## src/rtl/wbc_vicx.sv

```systemverilog
// wbc_vicx: N-source vectored interrupt controller with mask, edge/level pending, priority and Wishbone regs
module wbc_vicx #(
    parameter int          N         = 3,
    parameter logic [15:0] MASK_INIT = 16'hFFFF
) (
    input  logic            wb_clk_i,
    input  logic            wb_rst_i,
    input  logic            wb_adr_i,
    input  logic [15:0]     wb_dat_i,
    output logic [15:0]     wb_dat_o,
    input  logic            wb_cyc_i,
    input  logic            wb_stb_i,
    input  logic            wb_we_i,
    output logic            wb_ack_o,
    output logic            wb_irq_o,
    output logic [15:0]     vic_dat_o,
    input  logic            vic_stb_i,
    output logic            vic_ack_o,
    input  logic            wb_una_i,
    input  logic [15:0]     rsel,
    input  logic [16*N-1:0] ivec,
    input  logic [N-1:0]    ireq,
    input  logic [N-1:0]    imode,
    output logic [N-1:0]    iack
);
    typedef enum logic {IDLE, ACK} state_t;
    state_t      state_q, state_d;
    logic [N-1:0] mask_q, mask_d, edge_q, edge_d, ireq_q, iack_q, grant;
    logic [N-1:0] pend, req, hot, clr_w;
    logic [15:0]  vec, pend16, mask16, wdat_q, wdat_d, vdat_q, vdat_d;
    logic         irq_q, irq_d, wack_q, wb_go, wr;
    logic         unused_bits;
    assign unused_bits = ^wb_dat_i;
    always_comb begin
        pend   = (imode & edge_q) | (~imode & ireq);
        req    = pend & mask_q;
        vec    = '0;
        hot    = '0;
        for (int k = 0; k < N; k++) begin
            if (req[k]) begin
                vec    = ivec[16*k +: 16];
                hot    = '0;
                hot[k] = 1'b1;
            end
        end
        pend16         = '0;
        pend16[N-1:0]  = pend;
        mask16         = '0;
        mask16[N-1:0]  = mask_q;
    end
    assign wb_go  = wb_cyc_i & wb_stb_i & ~wack_q;
    assign wr     = wb_go & wb_we_i;
    assign clr_w  = (wr & wb_adr_i) ? wb_dat_i[N-1:0] : '0;
    assign mask_d = (wr & ~wb_adr_i) ? wb_dat_i[N-1:0] : mask_q;
    assign wdat_d = (wb_go & ~wb_we_i) ? (wb_adr_i ? pend16 : mask16) : '0;
    assign edge_d = (imode & ireq & ~ireq_q) | (edge_q & ~(grant | clr_w));
    always_comb begin
        state_d = state_q;
        grant   = '0;
        vdat_d  = vdat_q;
        if (state_q == IDLE) begin
            if (vic_stb_i) begin
                state_d = ACK;
                grant   = (wb_una_i || req == '0) ? '0 : hot;
                vdat_d  = (!wb_una_i && req != '0) ? vec : rsel;
            end
        end else if (!vic_stb_i) begin
            state_d = IDLE;
            vdat_d  = '0;
        end
        irq_d = (state_d == IDLE) & (|req);
    end
    always_ff @(posedge wb_clk_i) begin
        if (wb_rst_i) begin
            state_q <= IDLE;
            mask_q  <= MASK_INIT[N-1:0];
            edge_q  <= '0;
            ireq_q  <= '0;
            iack_q  <= '0;
            irq_q   <= 1'b0;
            wack_q  <= 1'b0;
            wdat_q  <= '0;
            vdat_q  <= '0;
        end else begin
            state_q <= state_d;
            mask_q  <= mask_d;
            edge_q  <= edge_d;
            ireq_q  <= ireq;
            iack_q  <= grant;
            irq_q   <= irq_d;
            wack_q  <= wb_go;
            wdat_q  <= wdat_d;
            vdat_q  <= vdat_d;
        end
    end
    assign wb_dat_o  = wdat_q;
    assign wb_ack_o  = wack_q;
    assign wb_irq_o  = irq_q;
    assign vic_dat_o = vdat_q;
    assign vic_ack_o = (state_q == ACK);
    assign iack      = iack_q;
endmodule

```

## config.mk

```make
export PLATFORM = sky130hd
export DESIGN_NAME = wbc_vicx
export DESIGN_NICKNAME = d
export VERILOG_FILES = /design/src/rtl/wbc_vicx.sv
export SDC_FILE = /design/constraint.sdc
export NUM_CORES = 1
export LEC_CHECK = 0
export ABC_AREA = 1
export CAP_MARGIN = 10
export CORE_MARGIN = 1.5
export CORE_UTILIZATION = 38
export CTS_CLUSTER_SIZE = 16
export DETAILED_ROUTE_END_ITERATION = 6
export PLACE_DENSITY = 0.77
export SKIP_CTS_REPAIR_TIMING = 1
export SYNTH_ARGS = -nofsm -noshare
export SYNTH_HDL_FRONTEND = slang
export SYNTH_SLANG_ARGS = --single-unit
export TNS_END_PERCENT = 30
```

## constraint.sdc

```tcl
create_clock -name wb_clk_i -period 1.49 [get_ports wb_clk_i]
set_input_delay 0.149 -clock wb_clk_i [delete_from_list [all_inputs] [get_ports wb_clk_i]]
set_output_delay 0.149 -clock wb_clk_i [all_outputs]
set_load 0.03 [all_outputs]
```

# Yosys cells after proc, flatten, opt, wreduce, memory -nomap -nowiden
# Index checks and enable logic that the tools add are counted.
[word_totals]
regBits = 47
in_bits = 94
[op_classes]
n_eq_ne = 1
bitwise = 24
muxes = 16
n_reduce_logical = 9
[op_table]
columns = ["operator", "count"]
rows = [
  ["two-way mux 16 bit", 7],
  ["bitwise AND 3 bit", 6],
  ["two-way mux 3 bit", 6],
  ["NOT 3 bit", 3],
  ["bitwise OR 3 bit", 3],
  ["bitwise AND 1 bit", 7],
  ["NOT 1 bit", 5],
  ["zero test 3 bit", 1],
  ["nonzero test 3 bit", 1],
  ["OR reduction 3 bit", 1],
  ["two-way mux 1 bit", 2],
  ["two-way mux 2 bit", 1],
  ["!= test 2 bit, second input constant", 1],
  ["AND reduction 2 bit", 1],
  ["nonzero test 2 bit", 1],
  ["OR reduction 2 bit", 1],
  ["logical AND 1 bit", 1],
  ["zero test 1 bit", 1],
  ["logical OR 1 bit", 1],
]

# Logic depth before layout (Yosys ltp)
# Gate-level depths: netlist of the first run.
[logic_depth]
ltp_word = 14
mapped_depth = 10
depth_no_buf = 9

# Least setup slack after synthesis of the first run
# Ideal clock, no wire load.
[synth_path]
path_kind = "reg2reg"
startpoint = "register state_q (netlist: vic_ack_o)"
endpoint = "register vdat_q[10] (netlist: vic_dat_o[10])"
setup_slack_ns = 0.118
arrival_time_ns = 1.229
path_buffers = 1
path_stages_with_launch = 7
t_required_ns = 1.347
cell_sequence = "dfxtp_1 > nor2_2 > inv_1 > buf_2 > a21oi_2 > nand2_1 > a21oi_2"
[synth_via]
elab_chain_len = 2
elab_cells_between_ends = 4
cone_classes = "eq/ne (1); mux (1); reduce/logical (2)"
[synth_lines]
columns = ["item", "line_no", "source"]
rows = [
  ["start, declared", "27", "state_t state_q, state_d;"],
  ["start signal, assigned", "85", "state_q <= state_d;"],
  ["!= test 2 bit (no line) or nonzero test 2 bit (tied branches)", "n/a", ""],
  ["AND reduction 2 bit (no line)", "n/a", ""],
  ["end signal, assigned", "93", "vdat_q <= vdat_d;"],
  ["end, declared", "30", "logic [15:0] vec, pend16, mask16, wdat_q, wdat_d, vdat_q, vdat_d;"],
]
# Parallel ways exist; a longest one is shown, timed or not.
# A chain may end at the register's enable or synchronous reset.

# Worst setup path in the final report of the first run
[layout_path]
startpoint = "register irq_q (netlist: wb_irq_o)"
endpoint = "output port wb_irq_o"
[layout_lines]
columns = ["item", "line_no", "source"]
rows = [
  ["start, declared", "31", "logic irq_q, irq_d, wack_q, wb_go, wr;"],
  ["start signal, assigned", "90", "irq_q <= irq_d;"],
  ["end, declared", "15", "output logic wb_irq_o,"],
]
# No word-level cell between the ends.

==> impl_metrics.py, run 1 <==
metrics = {
    "worst_setup_path": {
        "path_cells": "clkdlybuf4s50_1",
        "slowest_delay_ns": 0.67,
        "path_max_fanout": 1,
        "cp-start-kind": "flip-flop",
        "crit_required_ns": 1.34,
        "cp_top_family": "buffers and inverters",
        "slowest_stage": "clkdlybuf4s50_1",
        "critPathArrivalTime_ns": 1.28,
        "crit_path_end_kind": "output port",
        "critPathBufInv": 1,
        "path_class": "reg -> out",
    },
    "clock_network": {
        "insertion_delay_ns": 0.28,
        "clock-sinks": 34,
        "path_clk_slew_ns": 0.08,
        "root_buffer": "clkbuf_8",
        "cts_made_buffers": 5,
        "cts_tree": "done",
        "htree_levels": 2,
        "cts_buffer_depth": 2,
    },
    "yosys": {
        "synth-adder-area-share": 0,
        "yosysUniqueCellTypes": 30,
        "netlist_top_cells_area": "dfxtp_1 (30%), nand2_1 (11%), inv_1 (11%)",
        "ys_ff_latch": 34,
        "synth_top_area_cell": "dfxtp_1",
        "seq_area_frac_synth": 0.298,
        "synth_top_family_by_area": "simple AND/OR/NAND/NOR gates",
        "ys_warn_count": 0,
        "synth_top_area_frac": 0.298,
        "synth-xor-area-share": 0.00713,
        "synth_area_um2": 2280,
        "synthMuxAreaShare": 0,
        "synth_simple_gate_area_frac": 0.328,
        "synth-compound-area-share": 0.172,
        "synthCells": 350,
        "synth.avg_cell_area_um2": 6.52,
    },
    "finish": {
        "mostFrequentLayoutCell": "clkdlybuf4s50_1",
        "fill_cells": 553,
        "drive_gt1_frac": 0.154,
        "n_antenna_cell": 0,
        "final_cell_mix": "clkdlybuf4s50_1 (94), inv_1 (64), nand2_1 (64), nor2_1 (43), dfxtp_1 (33)",
        "finalNetCount": 560,
        "syn2layout_area_growth_pct": 58.8,
    },
    "run_status": {
        "outcome": "finished, final reports clean",
    },
    "power_and_ir_drop": {
        "p_seq_frac": 0.373,
        "power.switching_mw": 0.879,
        "pwr-share-comb": 0.362,
        "swShare": 0.329,
        "leakagePower_nw": 1.80,
        "p_int_mw": 1.79,
        "vdd_drop_max_mv": 0.532,
        "p_clk_frac": 0.265,
        "pwr_density_cell_nw_per_um2": 737,
    },
    "timing": {
        "finalCritPeriodShare": 0.961,
        "period_minus_slack_ns": 1.43,
        "slew_viol_final": 0,
        "timing.fmax_mhz": 698,
        "final.setup_skew_ns": 0.0108,
        "finalHoldViolCount": 0,
        "fin_ws_ns": 0.0578,
        "tns_ns": 0,
        "finalSetupViolations": 0,
    },
    "global_routing": {
        "grt_max_degree": 33,
        "grt_pass1_vias": 2243,
        "met2_usage": 0.341,
        "grt.busiest_layer": "met2",
        "grtUsageMet3": 0.0398,
        "grt_overflow_total": 0,
        "met1_usage": 0.252,
        "antenna_found_initial": 0,
        "grt_pass1_wl_um": 10100,
        "gr-usage-all-layers": 0.200,
    },
    "floorplan": {
        "num_rows": 28,
        "io-pin-count": 132,
        "die_h_um": 80.5,
        "core_um2": 5850,
        "die_w_um": 80.5,
        "initial_core_util": 0.390,
        "die_area_um2": 6480,
    },
    "placed_design": {
        "numPortBuffers": 105,
        "globalplace.congestion": 0.876,
        "pre_cts_slack_ns": -0.244,
        "hpwl_um": 4960,
    },
    "detailed_routing": {
        "remaining_drc_errors": 0,
        "routed_wl_um": 6460,
        "dr.pass1.iters": 4,
        "drtAntennaViolNets": 0,
        "drt_iter0_drc": 121,
        "wl_per_cell_um": 11.9,
        "vias_per_cell": 4.57,
        "vias": 2475,
    },
    "min_path": {
        "hold_class": "in -> reg",
    },
    "run": {
        "maxCapViolations": 0,
    },
}
-- synth_stat cells --
| cell | number |
|---|---|
| nand2_4 | 1 |
| nand3_2 | 2 |
| inv_2 | 3 |
| nor3_1 | 1 |
| nand3b_1 | 1 |
| o41ai_1 | 2 |
| a21oi_2 | 26 |
| clkbuf_1 | 5 |
| nand2_2 | 2 |
| buf_6 | 3 |
| clkbuf_2 | 1 |
| nand3_4 | 2 |
| nor2_1 | 43 |
| conb_1 | 1 |
| nand4_1 | 5 |
| a21oi_1 | 10 |
| nand2_1 | 66 |
| buf_4 | 14 |
| o21ai_1 | 7 |
| o211ai_1 | 1 |
| dfxtp_1 | 34 |
| xnor2_2 | 1 |
| o21ai_0 | 11 |
| inv_1 | 64 |
| or2_0 | 12 |
| or2_1 | 1 |
| buf_2 | 5 |
| nand3_1 | 22 |
| nor2_2 | 1 |
| or2_2 | 3 |
-- logic make-up after synthesis --
| kind of cell | after synthesis |
|---|---|
| flip-flops | 34 |
| buffers and inverters | 95 |
| AND/OR/NAND/NOR | 162 |
| AO/OA/AOI/OAI | 57 |
| XOR/XNOR | 1 |
| other | 1 |
-- stage by stage --
step / util / instance area [µm²] / instances / power (mW) / hold slack (ns)
after global routing: 0.619 / 3620 / 542 / 2.83 / 0.275
after CTS: 0.603 / 3530 / 540 / 2.66 / 0.424
final: 0.619 / 3620 / 542 / 2.67 / 0.265
after global placement: 0.586 / 3430 / 532 / 1.93 / 0.400
after floorplan: - / 2330 / 362 / 1.57 / 0.266
after detailed placement: 0.586 / 3430 / 532 / 1.94 / 0.416
-- final timing paths --
check                                          start                         to  slack [ns]  depth (start not counted)
worst max-delay path             wb_irq_o$_SDFF_PP0_                   wb_irq_o        0.06                          1
worst min-delay path                        imode[1]     wb_dat_o[1]$_SDFF_PP0_        0.26                          4
worst max register to register  edge_q[1]$_SDFF_PP0_  vic_dat_o[2]$_SDFFE_PP0P_        0.12                          9
worst min register to register  ireq_q[1]$_SDFF_PP0_       edge_q[1]$_SDFF_PP0_        0.42                          1
-- power groups by stage --
stage / logic (mW) / registers, mW / clock network, mW
2_1_floorplan: 0.483 / 1.09 / 0
3_3_place_gp: 0.916 / 1.01 / 0
3_5_place_dp: 0.929 / 1.01 / 0
4_1_cts: 0.933 / 0.993 / 0.733
5_1_grt: 1.06 / 0.999 / 0.773
6_report: 0.967 / 0.994 / 0.708
-- routing by layer --
metal	vias to the layer above	share of wire
met5	-	0
met4	0	0.012
met3	6	0.071
met2	97	0.50
met1	1090	0.42
li1	1282	-
-- sequential cells by signal, summed over array words and instances (netlist names) --
signal	count
ireq_q	3
vic_ack_o	1
edge_q	3
wb_ack_o	1
wb_dat_o	3
vic_dat_o	16
wb_irq_o	1
iack	3
mask_q	3
-- final cells by class --
class | count | area, µm² | area share
Timing Repair Buffer | 124 | 1240 | 0.343
Clock buffer | 6 | 82.6 | 0.0228
Inverter | 67 | 251 | 0.0694
Clock inverter | 2 | 12.5 | 0.00345
Tap cell | 75 | 93.8 | 0.0259
Multi-Input combinational cell | 234 | 1260 | 0.347
Sequential cell | 34 | 682 | 0.188
Power figures use the tool's default switching activity.
==> inputs of run 2 (changes only) <==
CORE_MARGIN = not set   (was 1.5)
==> run 2 against run 1 <==
  * Non-clock buffer count unchanged
  * Global-route usage decreased by 0.078 points
  * Worst setup slack got worse by 0.022 ns
  * Worst hold slack gained 0.043 ns
  * Sequential share of layout area rose by 0.14 points
  * Cell count down 0.74%
  * Critical path type unchanged
  * Highest routed layer unchanged
==> impl_metrics.py, run 2 (same netlist as run 1, synthesis figures left out) <==
metrics = {
    "clock_network": {
        "path_clk_slew_ns": 0.07,
        "cts_tree": "done",
        "cts_made_buffers": 5,
        "root_buffer": "clkbuf_8",
        "clock-sinks": 34,
        "insertion_delay_ns": 0.28,
        "htree_levels": 2,
        "cts_buffer_depth": 2,
    },
    "finish": {
        "drive_gt1_frac": 0.155,
        "final_cell_mix": "clkdlybuf4s50_1 (99), inv_1 (64), nand2_1 (64), nor2_1 (41), dfxtp_1 (34)",
        "fill_cells": 537,
        "syn2layout_area_growth_pct": 57.3,
        "n_antenna_cell": 0,
        "mostFrequentLayoutCell": "clkdlybuf4s50_1",
        "finalNetCount": 559,
        "largest_reg_flops": 16,
    },
    "global_routing": {
        "met1_usage": 0.241,
        "grtUsageMet3": 0.0480,
        "grt_pass1_wl_um": 9890,
        "grt_max_degree": 33,
        "grt.busiest_layer": "met2",
        "met2_usage": 0.340,
        "gr-usage-all-layers": 0.199,
        "grt_overflow_total": 0,
        "grt_pass1_vias": 2253,
        "antenna_found_initial": 0,
    },
    "worst_setup_path": {
        "path_cells": "clkdlybuf4s50_1",
        "r2r_end": "vic_dat_o[4]$_SDFFE_PP0P_",
        "crit_required_ns": 1.34,
        "slowest_stage": "clkdlybuf4s50_1",
        "r2r_slack_ns": 0.10,
        "path_max_fanout": 2,
        "critPathBufInv": 1,
        "reg2reg_from": "edge_q[0]$_SDFF_PP0_",
        "path_class": "reg -> out",
        "ff2ff_path_depth": 9,
        "slowest_delay_ns": 0.67,
        "cp.depth": 1,
        "cp-start-kind": "flip-flop",
        "critPathArrivalTime_ns": 1.31,
        "crit_path_end_kind": "output port",
        "cp_top_family": "buffers and inverters",
    },
    "placed_design": {
        "numPortBuffers": 105,
        "globalplace.congestion": 0.860,
        "hpwl_um": 4860,
        "pre_cts_slack_ns": -0.239,
    },
    "min_path": {
        "hold_path.startpoint": "imode[1]",
        "hold_depth": 4,
        "hold_class": "in -> reg",
        "min_to": "wb_dat_o[1]$_SDFF_PP0_",
    },
    "run_status": {
        "outcome": "finished, final reports clean",
    },
    "power_and_ir_drop": {
        "pwr_density_cell_nw_per_um2": 739,
        "vdd_drop_max_mv": 0.538,
        "p_int_mw": 1.79,
        "pwr-share-comb": 0.361,
        "power.switching_mw": 0.860,
        "swShare": 0.324,
        "leakagePower_nw": 1.71,
        "p_clk_frac": 0.265,
        "p_seq_frac": 0.374,
    },
    "run": {
        "maxCapViolations": 0,
    },
    "detailed_routing": {
        "remaining_drc_errors": 0,
        "drt_iter0_drc": 70,
        "routed_wl_um": 6230,
        "wl_per_cell_um": 11.6,
        "vias": 2454,
        "dr.pass1.iters": 5,
        "drtAntennaViolNets": 0,
        "vias_per_cell": 4.56,
    },
    "timing": {
        "tns_ns": 0,
        "timing.fmax_mhz": 688,
        "period_minus_slack_ns": 1.45,
        "slew_viol_final": 0,
        "finalSetupViolations": 0,
        "fin_ws_ns": 0.0357,
        "finalHoldViolCount": 0,
        "final.setup_skew_ns": 0.00723,
        "rsz0062_at_grt": "yes",
        "finalCritPeriodShare": 0.976,
    },
    "floorplan": {
        "die_area_um2": 6320,
        "core_um2": 5640,
        "initial_core_util": 0.404,
        "die_w_um": 79.5,
        "num_rows": 27,
        "io-pin-count": 132,
        "die_h_um": 79.5,
    },
}
[run 2: changes by cell type in the layout (fill, tap and decap cells not counted), moves of 2 or more]
| cell | change |
|---|---|
| dlymetal6s2s_1 | -5 |
| nor2_1 | -2 |
| clkdlybuf4s50_1 | +5 |
| nor2_2 | +2 |
[run 2: worst max-delay path by stage]
stage	endpoint	startpoint	slack (ns)
CTS	vic_ack_o	vic_ack_o$_SDFF_PP0_	-0.1
floorplan	vic_dat_o[10]$_SDFFE_PP0P_	vic_ack_o$_SDFF_PP0_	0.12
global route	vic_dat_o[4]$_SDFFE_PP0P_	edge_q[0]$_SDFF_PP0_	-0.02
finish	vic_dat_o[12]	vic_dat_o[12]$_SDFFE_PP0P_	0.04
global placement	vic_dat_o[8]$_SDFFE_PP0P_	imode[1]	-0.20
detailed placement	vic_dat_o[2]$_SDFFE_PP0P_	imode[1]	-0.24
[run 2: power groups by stage]
stage                     logic (mW)  clock network, mW  registers, mW
final                          0.959              0.702          0.993
after CTS                      0.939              0.720          0.993
after global routing            1.04              0.762          0.998
after global placement         0.927                  0           1.01
after floorplan                0.483                  0           1.09
after detailed placement       0.936                  0           1.01
[run 2: layout make-up]
type / count / area, µm² / share of cell area
clock buffer: 7 / 86.3 / 0.0241
clock inverter: 1 / 5.00 / 0.00139
inverter: 67 / 251 / 0.0701
multi-input combinational: 233 / 1240 / 0.344
sequential: 34 / 681 / 0.190
tap: 72 / 90.1 / 0.0251
timing repair buffer: 124 / 1240 / 0.345
[run 2: per-stage QoR]
step                       util  instance area, µm²  instances  hold WS, ns  total power [mW]
final                     0.636                3590        538        0.308              2.65
after global routing      0.636                3590        538        0.324              2.80
after CTS                 0.626                3530        537        0.429              2.65
after detailed placement  0.610                3440        529        0.414              1.95
after global placement    0.610                3440        529        0.407              1.94
after floorplan               -                2330        362        0.266              1.57
[run 2: layer usage]
layer,vias to the layer above,share of wire
met1,1087,0.43
met2,82,0.49
met3,9,0.069
met4,0,0.012
li1,1276,-
met5,-,0
